[src/rtl/keycode_decoder.sv]
// keycode_decoder: turns the two-slot USB HID keycode word from the Nios PIO
// into frame-synchronous, one-cycle game command pulses.
// Build option: define KEYCODE_DECODER_AUTO_REPEAT_EN to give the four
// direction keys hold-to-repeat (IDLE/DELAY/REPEAT with frame counters);
// without it they pulse on press only (IDLE/HELD, like swap).
module keycode_decoder #(
   parameter int REPEAT_DELAY = 12,  // frames from press pulse to first repeat (1..63)
   parameter int REPEAT_RATE  = 4    // frames between later repeats (1..63)
) (
   input  logic        Clk,
   input  logic        Reset,
   input  logic        frame_clk,
   input  logic [15:0] keycode,
   output logic        frame_tick,
   output logic        cmd_up,
   output logic        cmd_down,
   output logic        cmd_left,
   output logic        cmd_right,
   output logic        cmd_swap,
   output logic        raise_held
);

   localparam logic [7:0] KEY_W     = 8'h1A;
   localparam logic [7:0] KEY_S     = 8'h16;
   localparam logic [7:0] KEY_A     = 8'h04;
   localparam logic [7:0] KEY_D     = 8'h07;
   localparam logic [7:0] KEY_SPACE = 8'h2C;
   localparam logic [7:0] KEY_R     = 8'h15;

   // Direction slots: 0 up, 1 down, 2 left, 3 right.
   localparam int DIR_UP    = 0;
   localparam int DIR_DOWN  = 1;
   localparam int DIR_LEFT  = 2;
   localparam int DIR_RIGHT = 3;

   typedef enum logic [1:0] {
      S_IDLE   = 2'd0,
      S_HELD   = 2'd1,
      S_DELAY  = 2'd2,
      S_REPEAT = 2'd3
   } key_state_e;

   // Out-of-range repeat parameters would overflow the 6-bit frame counters.
   if ((REPEAT_DELAY < 1) || (REPEAT_DELAY > 63)) begin : g_bad_repeat_delay
      $error("keycode_decoder: REPEAT_DELAY must be in 1..63");
   end
   if ((REPEAT_RATE < 1) || (REPEAT_RATE > 63)) begin : g_bad_repeat_rate
      $error("keycode_decoder: REPEAT_RATE must be in 1..63");
   end

`ifdef KEYCODE_DECODER_AUTO_REPEAT_EN
   localparam logic [5:0] DELAY_CNT = 6'(REPEAT_DELAY);
   localparam logic [5:0] RATE_CNT  = 6'(REPEAT_RATE);
   logic [5:0] cnt_q [4];
   logic [5:0] cnt_d [4];
`endif

   logic       vs_s1_q, vs_s2_q, vs_s3_q;
   key_state_e dir_state_q [4];
   key_state_e dir_state_d [4];
   logic [3:0] dir_pulse_q, dir_pulse_d;
   key_state_e swap_state_q, swap_state_d;
   logic       swap_pulse_q, swap_pulse_d;
   logic       raise_q, raise_d;

   logic [3:0] dir_raw, dir_eff;
   logic       present_swap, present_raise;

   // A code counts as present if either slot carries it; duplicates count once.
   function automatic logic key_present(input logic [15:0] kc, input logic [7:0] code);
      return (kc[7:0] == code) || (kc[15:8] == code);
   endfunction

   // frame_clk synchronizer; flops come out of reset high so a frame_clk that
   // is already high at release is not mistaken for a rising edge.
   always_ff @(posedge Clk) begin
      // NOTE: sequential state uses non-blocking assignments so every flop
      // samples the pre-edge value of its neighbours.
      if (Reset) begin
         vs_s1_q <= 1'b1;
         vs_s2_q <= 1'b1;
         vs_s3_q <= 1'b1;
      end else begin
         vs_s1_q <= frame_clk;
         vs_s2_q <= vs_s1_q;
         vs_s3_q <= vs_s2_q;
      end
   end

   assign frame_tick = vs_s2_q & ~vs_s3_q;

   // Key presence with opposing-direction pairs cancelling each other out.
   always_comb begin
      dir_raw[DIR_UP]    = key_present(keycode, KEY_W);
      dir_raw[DIR_DOWN]  = key_present(keycode, KEY_S);
      dir_raw[DIR_LEFT]  = key_present(keycode, KEY_A);
      dir_raw[DIR_RIGHT] = key_present(keycode, KEY_D);
      dir_eff = dir_raw;
      if (dir_raw[DIR_UP] && dir_raw[DIR_DOWN]) begin
         dir_eff[DIR_UP]   = 1'b0;
         dir_eff[DIR_DOWN] = 1'b0;
      end
      if (dir_raw[DIR_LEFT] && dir_raw[DIR_RIGHT]) begin
         dir_eff[DIR_LEFT]  = 1'b0;
         dir_eff[DIR_RIGHT] = 1'b0;
      end
      present_swap  = key_present(keycode, KEY_SPACE);
      present_raise = key_present(keycode, KEY_R);
   end

   // Direction FSM next state and pulses; everything advances only on a tick.
   always_comb begin
      // NOTE: every output of this block gets a default first, so no path
      // leaves a variable unassigned and no latch is inferred.
      dir_pulse_d = '0;
      for (int k = 0; k < 4; k++) begin
         dir_state_d[k] = dir_state_q[k];
`ifdef KEYCODE_DECODER_AUTO_REPEAT_EN
         cnt_d[k] = cnt_q[k];
         if (frame_tick) begin
            case (dir_state_q[k])
               S_IDLE: begin
                  if (dir_eff[k]) begin
                     dir_pulse_d[k] = 1'b1;
                     cnt_d[k]       = '0;
                     dir_state_d[k] = S_DELAY;
                  end
               end
               S_DELAY: begin
                  if (!dir_eff[k]) begin
                     dir_state_d[k] = S_IDLE;
                  end else begin
                     cnt_d[k] = cnt_q[k] + 6'd1;
                     if (cnt_d[k] == DELAY_CNT) begin
                        dir_pulse_d[k] = 1'b1;
                        cnt_d[k]       = '0;
                        dir_state_d[k] = S_REPEAT;
                     end
                  end
               end
               S_REPEAT: begin
                  if (!dir_eff[k]) begin
                     dir_state_d[k] = S_IDLE;
                  end else begin
                     cnt_d[k] = cnt_q[k] + 6'd1;
                     if (cnt_d[k] == RATE_CNT) begin
                        dir_pulse_d[k] = 1'b1;
                        cnt_d[k]       = '0;
                     end
                  end
               end
               default: dir_state_d[k] = S_IDLE;
            endcase
         end
`else
         if (frame_tick) begin
            case (dir_state_q[k])
               S_IDLE: begin
                  if (dir_eff[k]) begin
                     dir_pulse_d[k] = 1'b1;
                     dir_state_d[k] = S_HELD;
                  end
               end
               S_HELD: begin
                  if (!dir_eff[k]) dir_state_d[k] = S_IDLE;
               end
               default: dir_state_d[k] = S_IDLE;
            endcase
         end
`endif
      end
   end

   // Swap press-only FSM and the raise level, both updated on ticks.
   always_comb begin
      swap_state_d = swap_state_q;
      swap_pulse_d = 1'b0;
      raise_d      = raise_q;
      if (frame_tick) begin
         raise_d = present_raise;
         case (swap_state_q)
            S_IDLE: begin
               if (present_swap) begin
                  swap_pulse_d = 1'b1;
                  swap_state_d = S_HELD;
               end
            end
            S_HELD: begin
               if (!present_swap) swap_state_d = S_IDLE;
            end
            default: swap_state_d = S_IDLE;
         endcase
      end
   end

   // State, counter and output registers; reset abandons any repeat at once.
   always_ff @(posedge Clk) begin
      if (Reset) begin
         // NOTE: the per-key state arrays are tiny, so they are reset like any
         // other register rather than treated as an unreset memory.
         for (int k = 0; k < 4; k++) begin
            dir_state_q[k] <= S_IDLE;
`ifdef KEYCODE_DECODER_AUTO_REPEAT_EN
            cnt_q[k]       <= '0;
`endif
         end
         dir_pulse_q  <= '0;
         swap_state_q <= S_IDLE;
         swap_pulse_q <= 1'b0;
         raise_q      <= 1'b0;
      end else begin
         for (int k = 0; k < 4; k++) begin
            dir_state_q[k] <= dir_state_d[k];
`ifdef KEYCODE_DECODER_AUTO_REPEAT_EN
            cnt_q[k]       <= cnt_d[k];
`endif
         end
         dir_pulse_q  <= dir_pulse_d;
         swap_state_q <= swap_state_d;
         swap_pulse_q <= swap_pulse_d;
         raise_q      <= raise_d;
      end
   end

   assign cmd_up     = dir_pulse_q[DIR_UP];
   assign cmd_down   = dir_pulse_q[DIR_DOWN];
   assign cmd_left   = dir_pulse_q[DIR_LEFT];
   assign cmd_right  = dir_pulse_q[DIR_RIGHT];
   assign cmd_swap   = swap_pulse_q;
   assign raise_held = raise_q;

endmodule

[config.mk]
export PLATFORM = sky130hd
export DESIGN_NAME = keycode_decoder
export DESIGN_NICKNAME = d
export VERILOG_FILES = /design/src/rtl/keycode_decoder.sv
export SDC_FILE = /design/constraint.sdc
export NUM_CORES = 1
export LEC_CHECK = 0
export CAP_MARGIN = 20
export CELL_PAD_IN_SITES_DETAIL_PLACEMENT = 0
export CELL_PAD_IN_SITES_GLOBAL_PLACEMENT = 1
export CORE_UTILIZATION = 34
export DETAILED_ROUTE_END_ITERATION = 12
export GPL_TIMING_DRIVEN = 0
export PLACE_DENSITY = 0.8
export SYNTH_ARGS = -nofsm -noshare
export SYNTH_HDL_FRONTEND = slang
export SYNTH_SLANG_ARGS = --single-unit
[constraint.sdc]
create_clock -name Clk -period 4.52 [get_ports Clk]
set_clock_uncertainty 0.1 [all_clocks]
set_input_delay 0.678 -clock Clk [delete_from_list [all_inputs] [get_ports Clk]]
set_output_delay 0.678 -clock Clk [all_outputs]
set_load 0.005 [all_outputs]
## Word level (Yosys, flattened, before mapping)

Memory sizes are Yosys's and may differ from the RTL's.
Index checks and enable logic that the tools add are counted.

| cells by class | value |
|---|---|
| eq/ne operators | 19 |
| multiplexer cells | 33 |
| bitwise logic cells | 12 |
| reduce and logical (&&, ||, !) cells | 19 |

Operator list:

| cell | count |
|---|---|
| == test 8 x 5 -> 1 bit, second input constant | 6 |
| two-way mux 2 bit | 20 |
| == test 8 x 3 -> 1 bit, second input constant | 4 |
| one-hot mux 2 bit (2 select lines) | 5 |
| == test 8 x 6 -> 1 bit, second input constant | 2 |
| OR reduction 3 bit | 5 |
| == test 2 x 1 -> 1 bit, second input constant | 5 |
| zero test 2 bit | 5 |
| two-way mux 1 bit | 8 |
| NOT 1 bit | 7 |
| logical OR 1 bit | 6 |
| != test 2 bit, second input constant | 2 |
| bitwise OR 1 bit | 4 |
| AND reduction 3 bit | 1 |
| logical AND 1 bit | 2 |
| bitwise AND 1 bit | 1 |

| storage, ports and cells | value |
|---|---|
| register bits after elaboration | 11 |
| memory bits (writable) | 8 |
| input bits | 19 |
| output and inout port bits | 7 |
| word-level logic and storage cells | 94 |
| memories | 1 |

Memory list:

| memory | words | bits a word | rd ports | clocked after Yosys merged registers in | wr ports | RTL line | text |
|---|---|---|---|---|---|---|---|
| dir_state_q | 4 | 2 | 4 | 0 | 4 | 59 | `key_state_e dir_state_q [4];` |

## Logic depth before layout (Yosys ltp)

| depth | value |
|---|---|
| depth in word-level cells | 8 |
| gate-level depth with buffers | 5 |
| mapped depth without buffers | 4 |

## Worst setup path after synthesis

OpenSTA, ideal clock, no wires.

| path | value |
|---|---|
| path type | in2reg |
| start point | input port keycode[5] |
| end point | memory dir_state_q[0][0] in the netlist's numbering |
| data arrival time | 1.944 ns |
| data required time | 4.284 ns |
| setup slack | 2.340 ns |
| cell stages on the path | 4 |
| path buffers | 0 |
| cell sequence | or4b_4 -> or3_2 -> o2111ai_1 -> a311oi_1 |

RTL lines:

| element | RTL line | text |
|---|---|---|
| start: declaration | 13 | `input logic [15:0] keycode,` |
| end: declaration | 59 |  |

## Worst setup path in the final report

| path | value |
|---|---|
| start point | register vs_s2_q |
| end point | output port frame_tick |

| between the ends | value |
|---|---|
| cells in the longest elaborated chain, start to end | 1 |

RTL lines:

| element | RTL line | text |
|---|---|---|
| start: declaration | 58 | `logic vs_s1_q, vs_s2_q, vs_s3_q;` |
| start signal: assignment | 85 | `vs_s2_q <= vs_s1_q;` |
| bitwise AND 1 bit | 90 | `assign frame_tick = vs_s2_q & ~vs_s3_q;` |
| end: declaration | 14 | `output logic frame_tick,` |

No other way between the ends.

==> results.py <==
metrics = {
    "run_status": {
        "outcome": "completed",
    },
    "place": {
        "dpl_cell_area_um2": 1013,
        "io_buffers": 25,
        "place_hpwl_um": 1318,
        "detailedPlace.worstSlack_ns": 1.745,
        "finalWeightedCongestion": 0.7490,
    },
    "sta": {
        "setup-tns-final_ns": 0,
        "grt_setup_unrepaired": "no",
        "drv_slew": 0,
        "slew_headroom_pct": 73.70,
        "fmax_ghz": 0.3954,
        "tightest_slew_ns": 0.3909,
        "fin_ws_ns": 1.991,
        "finalCritPeriodShare_pct": 55.95,
        "hold_viol_final": 0,
        "finalCriticalPeriod_ns": 2.529,
        "final-setup-viol-count": 0,
    },
    "clocking": {
        "post_cts_resized": 0,
        "clkLatencyLatePin_ns": 0.28,
        "clock-sinks": 14,
        "clkTransAtPathRegs_ns": 0.09,
        "clockRootBuffer": "clkbuf_4",
        "cts_tree": "yes",
        "cts_made_buffers": 3,
        "htree_levels": 1,
        "cts_hold_buf": 0,
        "cts_setup_buffers": 0,
        "clockBufferDepth": 2,
    },
    "layout": {
        "nets": 128,
        "antenna_cells": 0,
        "syn_to_final_growth_pct": 43.91,
        "regArea_um2": 280.3,
        "layout-drive-gt1-share_pct": 14.81,
        "n_fill_cell": 188,
        "design_area_um2": 1050,
        "multi_input_area_um2": 434.2,
        "post-route-util_pct": 52.97,
    },
    "synthesis": {
        "ys_types": 33,
        "syn_inst": 79,
        "synth_edf_count": 0,
        "async_flop_share_pct": 0,
        "synth_ff_type": "dfxtp_1",
        "ys_ff_latch": 14,
        "synth_nets": 98,
        "synth-xor-area-share_pct": 0,
        "ys_warn_count": 0,
        "synth_area_leaders": "dfxtp_1 (38%), nor4_1 (5.1%), nor2_1 (4.6%)",
        "synth_area_leader_cell": "dfxtp_1",
        "syn_area_um2": 729.5,
        "synth_top_family_by_area": "simple AND/OR/NAND/NOR gates",
        "synth_top_area_share_pct": 38.42,
        "synth-compound-area-share_pct": 15.27,
        "ys_seq_area_share_pct": 38.42,
        "synth-simple-area-share_pct": 44.25,
        "synth_fa_ha_area_share_pct": 0,
        "synthMuxAreaShare_pct": 0,
        "avgSynthCellArea_um2": 9.234,
    },
    "route": {
        "drc": 0,
        "wl_per_cell_um": 11.92,
        "ant_nets": 0,
        "drt_first_iter_violations": 6,
        "firstDrtPassIters": 4,
        "routed_via_density": 5.385,
        "vias": 727,
        "drt-total-wl_um": 1609,
    },
    "global_route": {
        "grt_pass1_wl_um": 2760,
        "grt_max_degree": 11,
        "track_usage_pct": 15.41,
        "overflow": 0,
        "grt_pass1_vias": 642,
        "antenna_found_initial": 0,
    },
    "floorplanning": {
        "dieArea_um2": 2335,
        "start_util_pct": 36.81,
        "rows": 16,
        "dieWidth_um": 48.32,
        "die_y_um": 48.32,
        "coreArea_um2": 1982,
        "ios": 26,
    },
    "worst_setup_path": {
        "arrival_ns": 1.75,
        "cp.required_ns": 3.74,
        "critPathKind": "reg -> out",
        "crit_path_start_kind": "flop",
        "crit_path_end_kind": "output port",
        "critPathMaxFanout": 9,
    },
    "flow_run": {
        "maxCapViolations": 0,
    },
    "power": {
        "p_per_area_nw_per_um2": 243.3,
        "irDropWorstVdd_uv": 113.7,
        "leakagePower_nw": 0.3412,
    },
    "min_path": {
        "hold_class": "reg -> reg",
    },
}
-- registers in the layout (all words and copies together), names as in the netlist --
register,flops
cmd_swap,1
raise_held,1
dir_pulse_q,4
vs_s3_q,1
swap_state_q,1
dir_state_q,4
vs_s2_q,1
vs_s1_q,1
-- per-stage QoR --
step	power, mW	instances	hold slack (ns)
after global routing	0.2665	135	0.3367
after floorplan	0.1422	79	0.2895
after detailed placement	0.1673	131	0.2982
after CTS	0.2573	135	0.3193
after global placement	0.1667	131	0.2926
final	0.2554	135	0.3167
-- critical path: stages (launching register included) --
cell and delay [ns]:
dfxtp_1 0.32, or2b_2 0.29, buf_4 0.17, clkinv_1 0.16, clkdlybuf4s50_1 0.53
-- placed cells by master, fill, tap and decap left out, types with 3 or more instances in the layout --
master / n
a2bb2oi_1: 3
clkbuf_4: 3
clkdlybuf4s50_1: 25
dfxtp_1: 14
nand2_1: 5
nand3b_1: 3
nor2_1: 9
nor3_1: 4
nor4_1: 6
or2_2: 4
-- cell families (layout without fill, tap and decap cells) --
| group | after synthesis | after routing |
|---|---|---|
| buf+inv | 3 | 32 |
| compound gates | 14 | 14 |
| simple gates | 48 | 48 |
| flops | 14 | 14 |
-- area by class of cell --
cell class,count,area share (%)
inverter,1,0.3576
multi-input combinational,62,41.36
tap,27,3.218
buffer,2,1.073
sequential,14,26.70
clock buffer,4,3.456
timing repair buffer,25,23.84
-- worst paths after layout --
check | startpoint | endpoint | slack, ns | depth (start not counted)
setup reg to reg | vs_s2_q$_SDFF_PP1_ | dir_state_q[0][0]$_SDFFE_PP0P_ | 3.10 | 5
hold / removal | vs_s1_q$_SDFF_PP1_ | vs_s2_q$_SDFF_PP1_ | 0.32 | 1
setup / recovery | vs_s2_q$_SDFF_PP1_ | frame_tick | 1.99 | 4
hold reg to reg | vs_s1_q$_SDFF_PP1_ | vs_s2_q$_SDFF_PP1_ | 0.32 | 1
-- cells in the mapped netlist (2+ instances only) --
| library cell | n |
|---|---|
| dfxtp_1 | 14 |
| nor2_1 | 9 |
| nor4_1 | 6 |
| nand2_1 | 5 |
| nor3_1 | 4 |
| or2_2 | 4 |
| a2bb2oi_1 | 3 |
| nand3b_1 | 3 |
| a211oi_1 | 2 |
| a31oi_1 | 2 |
| nor4b_1 | 2 |
| o21bai_1 | 2 |
| or3_1 | 2 |
| or4b_4 | 2 |
-- where the power goes --
group	internal (mW)	switching, mW
combinational	0.0222	0.0152
clock	0.0490	0.0421
sequential	0.126	0.00101
-- routing by layer --
metal  vias to the layer above  part of all wire [%]  global-route usage, %
met5                         -                     0                      0
li1                        367                     -                      -
met3                         2                   3.6                  3.145
met1                       338                    47                  18.22
met2                        20                    49                  25.82
met4                         0                  0.87                  8.824
Power figures use the tool's default switching activity.
